==> src/rtl/add16_arbiter.sv <==
// Two-requester front end for one shared external 16-bit adder: IDLE/EXEC/RESP FSM with latched response.
// Define ADD16_ARB_RR_EN for round-robin arbitration; otherwise requester 0 has fixed priority.
module add16_arbiter #(
    parameter int LAST_INIT = 0
) (
    input  logic        clk,
    input  logic        rst_n,
    input  logic [1:0]  req_valid,
    output logic [1:0]  req_ready,
    input  logic [31:0] req_a,
    input  logic [31:0] req_b,
    input  logic [1:0]  req_cin,
    output logic [1:0]  resp_valid,
    input  logic [1:0]  resp_ready,
    output logic [15:0] resp_sum,
    output logic        resp_cout,
    output logic [15:0] add_a,
    output logic [15:0] add_b,
    output logic        add_cin,
    input  logic [15:0] add_sum,
    input  logic        add_cout,
    output logic        busy
);

    typedef enum logic [1:0] {
        ST_IDLE = 2'd0,
        ST_EXEC = 2'd1,
        ST_RESP = 2'd2
    } state_t;

    state_t      r_state;
    state_t      w_state_next;
    logic        r_gnt;
    logic [15:0] r_op_a;
    logic [15:0] r_op_b;
    logic        r_op_cin;
    logic [15:0] r_sum;
    logic        r_cout;

    logic        w_any_req;
    logic        w_grant;
    logic        w_gnt_idx;
    logic        w_resp_done;
    logic [15:0] w_a [2];
    logic [15:0] w_b [2];

    genvar gi;
    generate
        for (gi = 0; gi < 2; gi++) begin : g_req
            assign w_a[gi]        = req_a[16*gi +: 16];
            assign w_b[gi]        = req_b[16*gi +: 16];
            assign req_ready[gi]  = w_grant && (w_gnt_idx == 1'(gi));
            assign resp_valid[gi] = (r_state == ST_RESP) && (r_gnt == 1'(gi));
        end
    endgenerate

    assign w_any_req   = |req_valid;
    assign w_grant     = (r_state == ST_IDLE) && w_any_req;
    // Only the granted requester's resp_ready can close the handshake.
    assign w_resp_done = (r_state == ST_RESP) && resp_ready[r_gnt];

`ifdef ADD16_ARB_RR_EN
    logic r_last;

    always_comb begin
        if (req_valid == 2'b11) begin
            w_gnt_idx = ~r_last;
        end else begin
            w_gnt_idx = req_valid[1];
        end
    end

    always_ff @(posedge clk or negedge rst_n) begin
        if (!rst_n) begin
            r_last <= (LAST_INIT != 0);
        end else if (w_grant) begin
            r_last <= w_gnt_idx;
        end
    end
`else
    assign w_gnt_idx = ~req_valid[0];
`endif

    always_comb begin
        w_state_next = r_state;
        case (r_state)
            ST_IDLE: if (w_any_req) w_state_next = ST_EXEC;
            ST_EXEC: w_state_next = ST_RESP;
            ST_RESP: if (w_resp_done) w_state_next = ST_IDLE;
            default: w_state_next = ST_IDLE;
        endcase
    end

    always_ff @(posedge clk or negedge rst_n) begin
        if (!rst_n) begin
            r_state <= ST_IDLE;
        end else begin
            r_state <= w_state_next;
        end
    end

    always_ff @(posedge clk or negedge rst_n) begin
        if (!rst_n) begin
            r_gnt    <= 1'b0;
            r_op_a   <= '0;
            r_op_b   <= '0;
            r_op_cin <= 1'b0;
            r_sum    <= '0;
            r_cout   <= 1'b0;
        end else begin
            if (w_grant) begin
                r_gnt    <= w_gnt_idx;
                r_op_a   <= w_a[w_gnt_idx];
                r_op_b   <= w_b[w_gnt_idx];
                r_op_cin <= req_cin[w_gnt_idx];
            end
            // The external adder settles from the operand registers during EXEC.
            if (r_state == ST_EXEC) begin
                r_sum  <= add_sum;
                r_cout <= add_cout;
            end
        end
    end

    assign add_a     = r_op_a;
    assign add_b     = r_op_b;
    assign add_cin   = r_op_cin;
    assign resp_sum  = r_sum;
    assign resp_cout = r_cout;
    assign busy      = (r_state != ST_IDLE);

endmodule

==> config.mk <==
export PLATFORM = sky130hd
export DESIGN_NAME = add16_arbiter
export DESIGN_NICKNAME = d
export VERILOG_FILES = /design/src/rtl/add16_arbiter.sv
export SDC_FILE = /design/constraint.sdc
export NUM_CORES = 1
export LEC_CHECK = 0
export BUFFER_PORTS_ARGS = -buffer_cell sky130_fd_sc_hd__buf_2
export CORE_MARGIN = 2
export CORE_UTILIZATION = 45
export DETAILED_ROUTE_END_ITERATION = 16
export PLACE_DENSITY = 0.82
export SYNTH_ARGS = -nofsm -noshare
export SYNTH_HDL_FRONTEND = slang
export SYNTH_SLANG_ARGS = --single-unit
export TNS_END_PERCENT = 5
==> constraint.sdc <==
create_clock -name clk -period 1.8 [get_ports clk]
set_input_delay 0.09 -clock clk [delete_from_list [all_inputs] [get_ports clk]]
set_output_delay 0.09 -clock clk [all_outputs]
set_load 0.02 [all_outputs]
# After elaboration in Yosys (flattened, before gate mapping)

Cells that the tools add are included.
W data, S select, Z words.

Magnitude comparators: 3
Equal/unequal tests: 4
Muxes and demuxes: 13
Bitwise logic cells: 3
Reductions and logical operators: 10

Operators by type and width:

| kind                 | count |
|---|---|
| $mux W16             | 6 |
| $logic_and A1 B1 Y1  | 6 |
| $pmux W2 S3          | 1 |
| $lt A1 B2 Y1 const B | 2 |
| $mux W1              | 4 |
| $mux W2              | 2 |
| $ne A2 B2 Y1 const B | 2 |
| $eq A2 B1 Y1 const B | 1 |
| $eq A2 B2 Y1 const B | 1 |
| $ge A2 B2 Y1 const B | 1 |
| $logic_not A2 Y1     | 1 |
| $not A1 Y1           | 2 |
| $not A1 Y2           | 1 |
| $reduce_and A2 Y1    | 1 |
| $reduce_bool A2 Y1   | 1 |
| $reduce_or A2 Y1     | 1 |

Bits in registers: 53
Bits of input ports: 89
Output and inout port bits: 55
Word-level logic and storage cells: 40

# Longest topological paths before layout

Gate-level depths: netlist of the first run.

Depth after elaboration: 5
Gate-level depth with buffers: 6
Mapped depth without buffers: 3

# Least setup slack after synthesis of the first run

No wires, ideal clock.

Path type: register to register
Start: reg r_state[1]
End: reg r_op_a[10] (netlist: add_a[10])
Setup time: 101 ps
Arrival: 1,428 ps
Data required time: 1,699 ps
Setup slack: 272 ps
Stages on the path, launching flop included: 7
Buffers on the path: 3
Clock period less this slack: 1,528 ps
Cell sequence: dfrtp_1 > or2_1 > buf_6 > or2_1 > buf_6 > buf_6 > o311ai_2

Cells in the longest elaborated chain, start to end: 2

Ends and longest elaborated chain:

| what                   | RTL line | source |
|---|---|---|
| start, declared        | 31       | `state_t r_state;` |
| start signal, assigned | 98       | `r_state <= w_state_next;` |
| $logic_not A2 Y1       | 58       | `assign w_grant = (r_state == ST_IDLE) && w_any_req;` |
| $logic_and A1 B1 Y1    | 58       |  |
| end signal, assigned   | 113      | `r_op_a <= w_a[w_gnt_idx];` |
| end, declared          | 34       | `logic [15:0] r_op_a;` |

Every way passes these cells.
A chain may end at the register's enable or synchronous reset.

# Worst setup path in the final report of the first run

Start: reg r_state[0]
End: out req_ready[1]

Cells in the longest elaborated chain, start to end: 3

Ends and longest elaborated chain:

| what                | RTL line | source |
|---|---|---|
| $logic_not A2 Y1    | 58       |  |
| $logic_and A1 B1 Y1 | 58       |  |
| $logic_and A1 B1 Y1 | 52       | `assign req_ready[gi] = w_grant && (w_gnt_idx == 1'(gi));` |
| end, declared       | 9        | `output logic [1:0] req_ready,` |

Every way passes these cells.

==> results.md, run 1 <==
- Crit path capture type: primary output
- Crit-path max cell delay: 0.43 ns
- Clock share of power: 11.4%
- Core box area: 0.00557 mm2
- Clk_lat worst skew: 0.31 ns
- Mean number of vias per cell: 5.00
- Die span in y: 80.5 um
- Worst-margin pin slew: between 0.5 and 0.6 ns
- Critical R2R Launch: r_state[0]
- Pwr dens: 1680 mW/mm2
- Achievable Freq: 0.592 GHz
- Final setup margin: 0.111 ns
- Number of remaining DRC errors: 0
- Top post-synthesis cells by area: dfrtp_1 50%, o311ai_2 17%, mux2_2 7.7%, o21ai_0 6.5%, inv_1 5.0%
- Outcome: finished clean
- Setup Slack @ Placement: 0.116 ns
- Crit path cell chain: or2_1 -> buf_4 -> nor3_4 -> buf_2
- First-pass GRT wire length: 10200 um
- Share of cells above drive strength 1: around 54%
- CTS sink count: 53
- Worst clock skew: 0.00963 ns
- Placed cell count: 442
- Overflow after GRT: 0
- CTS Buffer Depth: 2
- Ports: 144
- R2r endpoint: add_a[11]
- Synth Instances: about 240
- Cell Area, Placed: 0.00344 mm2
- Post-route ant nets: 0
- Initial core utilization: between 40 and 50%
- Setup TNS Final: 0 ns
- Fin crit share: ~94%
- Reg power frac: about a third
- Final cell count without fillers: 464
- VDD IR max: 921 uV
- Required time worst endpoint: 1.71 ns
- RSZ-0062 raised after global routing: no
- DRT iter0 DRCs: 127
- Post-synthesis sequential area ratio: just over 50%
- Die width: 80.5 um
- Slowest CP cell: dfrtp_1
- Yosys top cell area share: 50.4%
- Pint: roughly 3.5 mW
- Fin nets: 480
- R2r setup slk: around 0.11 ns
- Mapped Nets: 325
- Fin crit period: around 1.7 ns
- Design Power: 6.20 mW
- Gp weighted congestion: 0.725
- Dpl hpwl: approximately 4800 um
- Vias in the first global route: 2211
- Max-cap violation count: 0
- Count of final setup violators: 0
- Slew Limit Fails: 0
- Initial antenna violation count: 0
- Port Buffer Count: around 140
- Mapped cell area: 0.00263 mm2
- Slew HR: between 60% and 70%
- End of the critical path: req_ready[1]
- Unique masters post-synth: 17
- Hold path startpoint: req_b[6]
- P_leak: 1.85 nW
- CTS Buf Count: 5
- Final instance area: 0.00369 mm2
- WHS: 0.00675 ns
- Post-Syn Area per Cell: about 11 um2
- Fillers: 454
- Wire length per cell: 14.0 um
- Gr usage total: 20.4%
- NetSw: 2.71 mW
- Final hold violations: 0
- Die area: 0.00647 mm2
- Clock H-tree levels: 2
- Worst Setup SP: r_state[0]
- Crit path launch type: flip-flop
- Buf/Inv on CP: 2
- Synth area leader: dfrtp_1
- Routed vias: 2318
- CP Class: reg -> out
- Largest net degree at the start of global routing: 36
- Antenna cells: 0
- Area growth, synth to finish: 40.1%
- Stages on the worst setup path: 4
- Site Rows: 27
- Worst-path maximum fanout: 35
- CP delay by family, top: simple AND/OR/NAND/NOR gates
- Root buf cell: clkbuf_8
- Drt pass-1 iters: 4
- Switching Fraction: 43.7%
- Post-CTS Setup Bufs: 0
- Final Util: 66.1%
- Yosys warning count: 0
- Worst Path Arrival: 1.60 ns
- CTS clk-pin slew, worst paths: roughly 0.10 ns
- CTS tree: yes
- FF-to-FF path depth: 4
- Drt total wl: 6500 um
- Worst hold path class: in -> reg
- Combinational power share: 54.8%
- Seq cells post-synth: 53
[power groups by stage]
stage | logic (mW) | clock network (mW) | registers [mW]
detailed placement | 3.40 | 0 | 2.12
CTS | 3.42 | 0.734 | 2.10
global route | 3.71 | 0.781 | 2.16
global placement | 3.33 | 0 | 2.09
floorplan | 1.65 | 0 | 2.81
finish | 3.40 | 0.708 | 2.10
[registers in the layout, indices dropped and copies added, names as in the netlist]
register	count
add_b	16
add_a	16
r_gnt	1
add_cin	1
r_state	2
resp_sum	16
resp_cout	1
[cell usage in the layout, fill, tap and decap left out]
master and n:
buf_2 143, nand2b_1 2, inv_1 35, buf_12 2, nor3_4 1, mux2_2 18
clkinv_4 1, inv_6 1, inv_8 1, nor2_2 1, or2_2 1, o311ai_0 2
dfrtp_1 53, nor2_1 2, o21ai_0 34, o311ai_1 3, dlygate4sd3_1 14, or2_1 1
nand2_1 33, buf_4 9, clkbuf_8 5, a21o_1 1, o311ai_2 28, nor3b_4 1
[worst min-delay path, stage by stage]
cell	delay, ns
buf_2	0.08
nand2_1	0.05
o311ai_2	0.07
[layout make-up]
class	instances	area (um2)	area share (%)
timing repair buffer	168	963	26.1
tap	72	90.1	2.44
clock inverter	3	28.8	0.781
sequential	53	1330	36.0
inverter	35	131	3.56
clock buffer	5	68.8	1.87
multi-input combinational	128	1080	29.2
[per-layer routing]
layer  vias up  global-route usage (%)  wire [um]
li1       1129                       -          -
met1      1081                    25.3       2670
met2       102                    35.3       3280
met3         6                    5.28        493
met4         0                    5.08         57
met5         -                       0          0
[worst min-delay path by stage]
stage | cells past startpoint | slack (ns) | end
2_1_floorplan | 0 | -0.21 | add_a[0]
3_3_place_gp | 1 | 0.07 | add_b[6]
3_5_place_dp | 1 | 0.09 | add_b[6]
4_1_cts | 3 | 0.00007 | add_b[6]
5_1_grt | 2 | 0.002 | resp_sum[11]
6_report | 3 | 0.007 | add_b[6]
[cells by family (layout without fill, tap and decap cells)]
family	Yosys count	in the layout	share of synthesized area, %
mux	18	18	7.70
flops	53	53	50.4
simple gates	42	42	6.75
buf+inv	55	211	9.41
compound gates	68	68	25.7
[Yosys cell counts]
master     n
dfrtp_1   53
buf_6      5
nor3b_2    1
o311ai_2  28
inv_1     35
or2_1      2
a21o_1     1
mux2_2    18
o311ai_0   2
nor2_1     3
o21ai_0   34
clkbuf_1  12
nand2b_1   2
o311ai_1   3
nor3_1     1
nand2_1   33
buf_2      3
[repair_timing]
action                     in CTS  in global routing
hold buffers                    8                  6
hold endpoints to repair       26                  6
pin swaps                       0                  0
gates resized for setup         1                  1
setup endpoints to repair       1                  1
Note: power is estimated with default switching activity, not from simulation.
==> run 2, diff against run 1 <==
--- a/config.mk
+++ b/config.mk
@@ -6,8 +6,10 @@
 export NUM_CORES = 1
 export LEC_CHECK = 0
 export BUFFER_PORTS_ARGS = -buffer_cell sky130_fd_sc_hd__buf_2
+export CELL_PAD_IN_SITES_DETAIL_PLACEMENT = 1
+export CELL_PAD_IN_SITES_GLOBAL_PLACEMENT = 1
 export CORE_MARGIN = 2
-export CORE_UTILIZATION = 45
+export CORE_UTILIZATION = 33
 export DETAILED_ROUTE_END_ITERATION = 16
 export PLACE_DENSITY = 0.82
 export SYNTH_ARGS = -nofsm -noshare
==> results.md, run 2 (synthesis gave the netlist of run 1 again) <==
- R2r setup slk: around 0.17 ns
- Antenna cells: 0
- FF-to-FF path depth: 4
- Share of cells above drive strength 1: 55.4%
- Dpl hpwl: around 5600 um
- Area occupied by multi-input gates: 0.00107 mm2
- R2r endpoint: add_b[13]
- Fin nets: ~470
- Wire length per cell: 15.3 um
- Mean number of vias per cell: 4.82
- Gp weighted congestion: 0.692
- End of the critical path: req_ready[1]
- Post-CTS Setup Bufs: 0
- CTS clk-pin slew, worst paths: 0.10 ns
- Pwr dens: roughly 1700 mW/mm2
- Final Util: 46.3%
- Final instance area: 0.00358 mm2
- CTS Buf Count: 5
- Drt total wl: 7380 um
- Count of final setup violators: 0
- CTS Buffer Depth: 2
- Ports: 144
- Outcome: finished clean
- Leading cell type in the layout, fill and taps excluded: buf_2
- Required time worst endpoint: roughly 1.7 ns
- P_leak: around 1.8 nW
- Largest net degree at the start of global routing: 36
- Seq. cell area: 0.00133 mm2
- Site Rows: 32
- Worst-path maximum fanout: 35
- VDD IR max: 568 uV
- Final setup margin: 0.0986 ns
- Clock H-tree levels: 2
- Cell Area, Placed: 0.00347 mm2
- Initial antenna violation count: 0
- Die span in y: ~93 um
- Fin crit share: a little over nine tenths
- Initial core utilization: 34.1%
- Port Buffer Count: 143
- CP Class: reg -> out
- Core box area: 0.00773 mm2
- Final cell count without fillers: 481
- Design Power: 6.19 mW
- Crit path launch type: flip-flop
- Worst Setup SP: r_state[1]
- Die area: between 0.008 and 0.009 mm2
- Final hold violations: 0
- Overflow after GRT: 0
- CTS sink count: 53
- Fin crit period: 1.70 ns
- Worst Path Arrival: about 1.6 ns
- Clk_lat worst skew: 0.31 ns
- Area growth, synth to finish: 36.1%
- Die width: 93.3 um
- Post-route ant nets: 0
- Slew Limit Fails: 0
- Fillers: just over 900
- DRT iter0 DRCs: 57
- Setup TNS Final: 0 ns
- Crit path capture type: primary output
- Max-cap violation count: 0
- Gr usage total: 17.2%
- Worst hold path class: in -> reg
- Worst Hold Path Cells: 3
- WHS: 0.00279 ns
- First-pass GRT wire length: 11800 um
- Drt pass-1 iters: 4
- Number of remaining DRC errors: 0
- Worst-margin pin slew: 0.609 ns
- Most frequent cells in the layout: 142 x buf_2, 53 x dfrtp_1, 35 x inv_1
- Critical R2R Launch: r_state[1]
- Slew HR: approximately three fifths
- CTS tree: yes
- Worst clock skew: 0.00966 ns
- RSZ-0062 raised after global routing: no
- Setup Slack @ Placement: 0.149 ns
- Root buf cell: clkbuf_8
- Vias in the first global route: ~2400
- Routed vias: 2317
- Placed cell count: between 400 and 500
- Achievable Freq: 0.588 GHz
==> run 2: per-layer routing <==
layer	up-vias	routed length (um)	part of all wire, %	GRT usage, %
li1	1098	-	-	-
met1	1130	3060	42	21.9
met2	81	3780	51	30.0
met3	8	441	6.0	2.74
met4	0	94	1.3	5.15
met5	-	0	0	0
==> run 2: power by group <==
part / leakage [nW] / internal (mW) / switching, mW
clock network: 0.0450 / 0.271 / 0.390
logic: 1.11 / 1.39 / 2.03
registers: 0.636 / 1.80 / 0.314
total: 1.79 / 3.46 / 2.73
==> run 2: critical path: stages (launching register included) <==
cell and delay, ns:
dfrtp_1 0.44, or2_1 0.27, buf_6 0.19, nor3_2 0.22, buf_4 0.18
==> run 2: worst min-delay path by stage <==
stage / end / slack [ns] / start
floorplan: add_a[0] / -0.21 / rst_n
global placement: resp_sum[11] / 0.12 / rst_n
detailed placement: resp_sum[11] / 0.14 / rst_n
CTS: add_a[0] / 0.003 / req_a[0]
global route: resp_sum[12] / 0.001 / add_sum[12]
finish: add_a[0] / 0.003 / req_a[0]
==> run 2: layout make-up <==
type	instances	share of cell area, %
repair buffers	155	23.5
clock buffers	6	2.03
inverters	35	3.67
flip-flops and latches	53	37.0
clock inverters	2	0.280
well taps	102	3.56
multi-input cells	128	29.9
==> run 2: repair_timing <==
action / in CTS / in global routing
setup endpoints to repair: 1 / 1
gates cloned: 0 / 0
hold buffers: 1 / 1
endpoints found under the hold margin: 25 / 1
gates resized for setup: 1 / 2
==> run 3, diff against run 2 <==
--- a/config.mk
+++ b/config.mk
@@ -8,7 +8,7 @@
 export BUFFER_PORTS_ARGS = -buffer_cell sky130_fd_sc_hd__buf_2
 export CELL_PAD_IN_SITES_DETAIL_PLACEMENT = 1
 export CELL_PAD_IN_SITES_GLOBAL_PLACEMENT = 1
-export CORE_MARGIN = 2
+export CORE_MARGIN = 10
 export CORE_UTILIZATION = 33
 export DETAILED_ROUTE_END_ITERATION = 16
 export PLACE_DENSITY = 0.82
==> results.md, run 3 (synthesis gave the netlist of run 1 again) <==
- Site Rows: 32
- Fin nets: between 400 and 500
- Dpl hpwl: 6670 um
- Gp weighted congestion: 0.717
- Initial core utilization: about 34%
- Final hold violations: 0
- Wire length per cell: 17.3 um
- RSZ-0062 raised after global routing: no
- Port Buffer Count: 143
- Crit path launch type: flip-flop
- CTS clk-pin slew, worst paths: 0.10 ns
- CTS tree: yes
- Slowest CP cell: dfrtp_2
- Outcome: finished clean
- First-pass GRT wire length: 12800 um
- CTS Buffer Depth: 2
- Die span in y: 109 um
- Max-cap violation count: 0
- Most frequent cells in the layout: 142 x buf_2, 52 x dfrtp_1, 35 x inv_1
- Achievable Freq: around 0.59 GHz
- Crit path capture type: primary output
- Largest net degree at the start of global routing: 36
- Routed vias: between 2000 and 2500
- Seq. cell area: 0.00133 mm2
- Number of remaining DRC errors: 0
- Die width: between 100 and 150 um
- Mean number of vias per cell: 4.75
- Fin crit period: 1.68 ns
- DRT iter0 DRCs: 36
- Final Util: 46.5%
- CP Class: reg -> out
- Clock H-tree levels: 2
- Fillers: just over 900
- Worst clock skew: 0.00518 ns
- Slew Limit Fails: 0
- Share of cells above drive strength 1: a little under three fifths
- Die area: 0.0119 mm2
- Area growth, synth to finish: 36.4%
- Overflow after GRT: 0
- Root buf cell: clkbuf_8
- Leading cell type in the layout, fill and taps excluded: buf_2
- Drt pass-1 iters: 4
- Ports: 144
- Worst hold path class: in -> reg
- Clk_lat worst skew: approximately 0.30 ns
- CTS sink count: 53
- Pwr dens: 1740 mW/mm2
- Crit path cell chain: or2_1 -> buf_6 -> nor3_2 -> buf_4
- Post-route ant nets: 0
- Initial antenna violation count: 0
- Core box area: 0.00773 mm2
- Worst-margin pin slew: ~0.66 ns
- Drt total wl: 8300 um
- Setup TNS Final: 0 ns
- Fin crit share: 93.4%
- Worst Path Arrival: 1.59 ns
- Slew HR: between 50% and 60%
- Area occupied by multi-input gates: 0.00107 mm2
- Worst-path maximum fanout: 35
- VDD IR max: 446 uV
- Antenna cells: 0
- Count of final setup violators: 0
- Crit-path max cell delay: roughly 0.45 ns
- Required time worst endpoint: 1.71 ns
- P_leak: between 1.5 and 2 nW
- Gr usage total: 13.3%
- Vias in the first global route: approximately 2600
- CTS Buf Count: 5
==> run 3: cell count changes in the layout (fill, tap and decap cells not counted), sizes merged <==
cell,change
clkinvlp,+1
clkinv,-1
inv,+1
clkbuf,-1
==> run 3: final timing paths <==
path                               from           end  slack (ns)  depth (start not counted)
min in group asynchronous         rst_n   resp_sum[8]        0.35                          2
min                          add_sum[6]   resp_sum[6]        0.01                          2
max reg2reg                  r_state[1]     add_b[14]        0.20                          4
max in group asynchronous         rst_n      add_a[6]        0.87                          3
min reg2reg                resp_sum[14]  resp_sum[14]        0.51                          1
max                          r_state[1]  req_ready[1]        0.12                          4
==> run 3: layer usage <==
layer / vias to the layer above / global-route usage, % / share of wire [%]
met5: - / 0 / 0
met4: 0 / 3.62 / 0.82
met3: 4 / 4.27 / 9.1
met2: 86 / 24.5 / 52
met1: 1100 / 14.4 / 38
li1: 1094 / - / -
==> run 3: worst max-delay path, delay by kind of cell (launching register included) <==
| family | cells | cell delay [ns] |
|---|---|---|
| buf+inv | 2 | 0.37 |
| flops | 1 | 0.45 |
| simple gates | 2 | 0.47 |
==> run 3: repair_timing <==
| item | in CTS | in global routing |
|---|---|---|
| endpoints found under the hold margin | 26 | 1 |
| hold buffers | 1 | 1 |
| gates resized for setup | 1 | 5 |
| setup buffers | 0 | 0 |
| setup endpoints to repair | 1 | 3 |
==> run 3: power by group <==
group / switching [mW] / leakage [nW] / internal (mW)
registers: 0.302 / 0.635 / 1.80
clock network: 0.403 / 0.0445 / 0.277
logic: 2.06 / 1.11 / 1.39
total: 2.77 / 1.79 / 3.47
==> run 3: metrics by stage <==
step	power (mW)	setup slack, ns	instances	cell area (um2)	hold WS, ns
after floorplan	4.46	0.272	236	2630	-0.206
after global placement	5.49	0.251	471	3470	0.146
after detailed placement	5.64	0.0908	471	3470	0.157
after CTS	6.33	0.0208	480	3570	0.000537
after global routing	6.69	0.0136	481	3590	0.00124
final	6.23	0.119	481	3590	0.0128
==> run 3: area by class of cell <==
cell class	instances	area share, %
tap	102	3.56
inverter	35	3.66
clock buffer	5	1.92
multi-input combinational	128	29.8
sequential	53	37.0
timing repair buffer	155	23.5
clock inverter	3	0.593
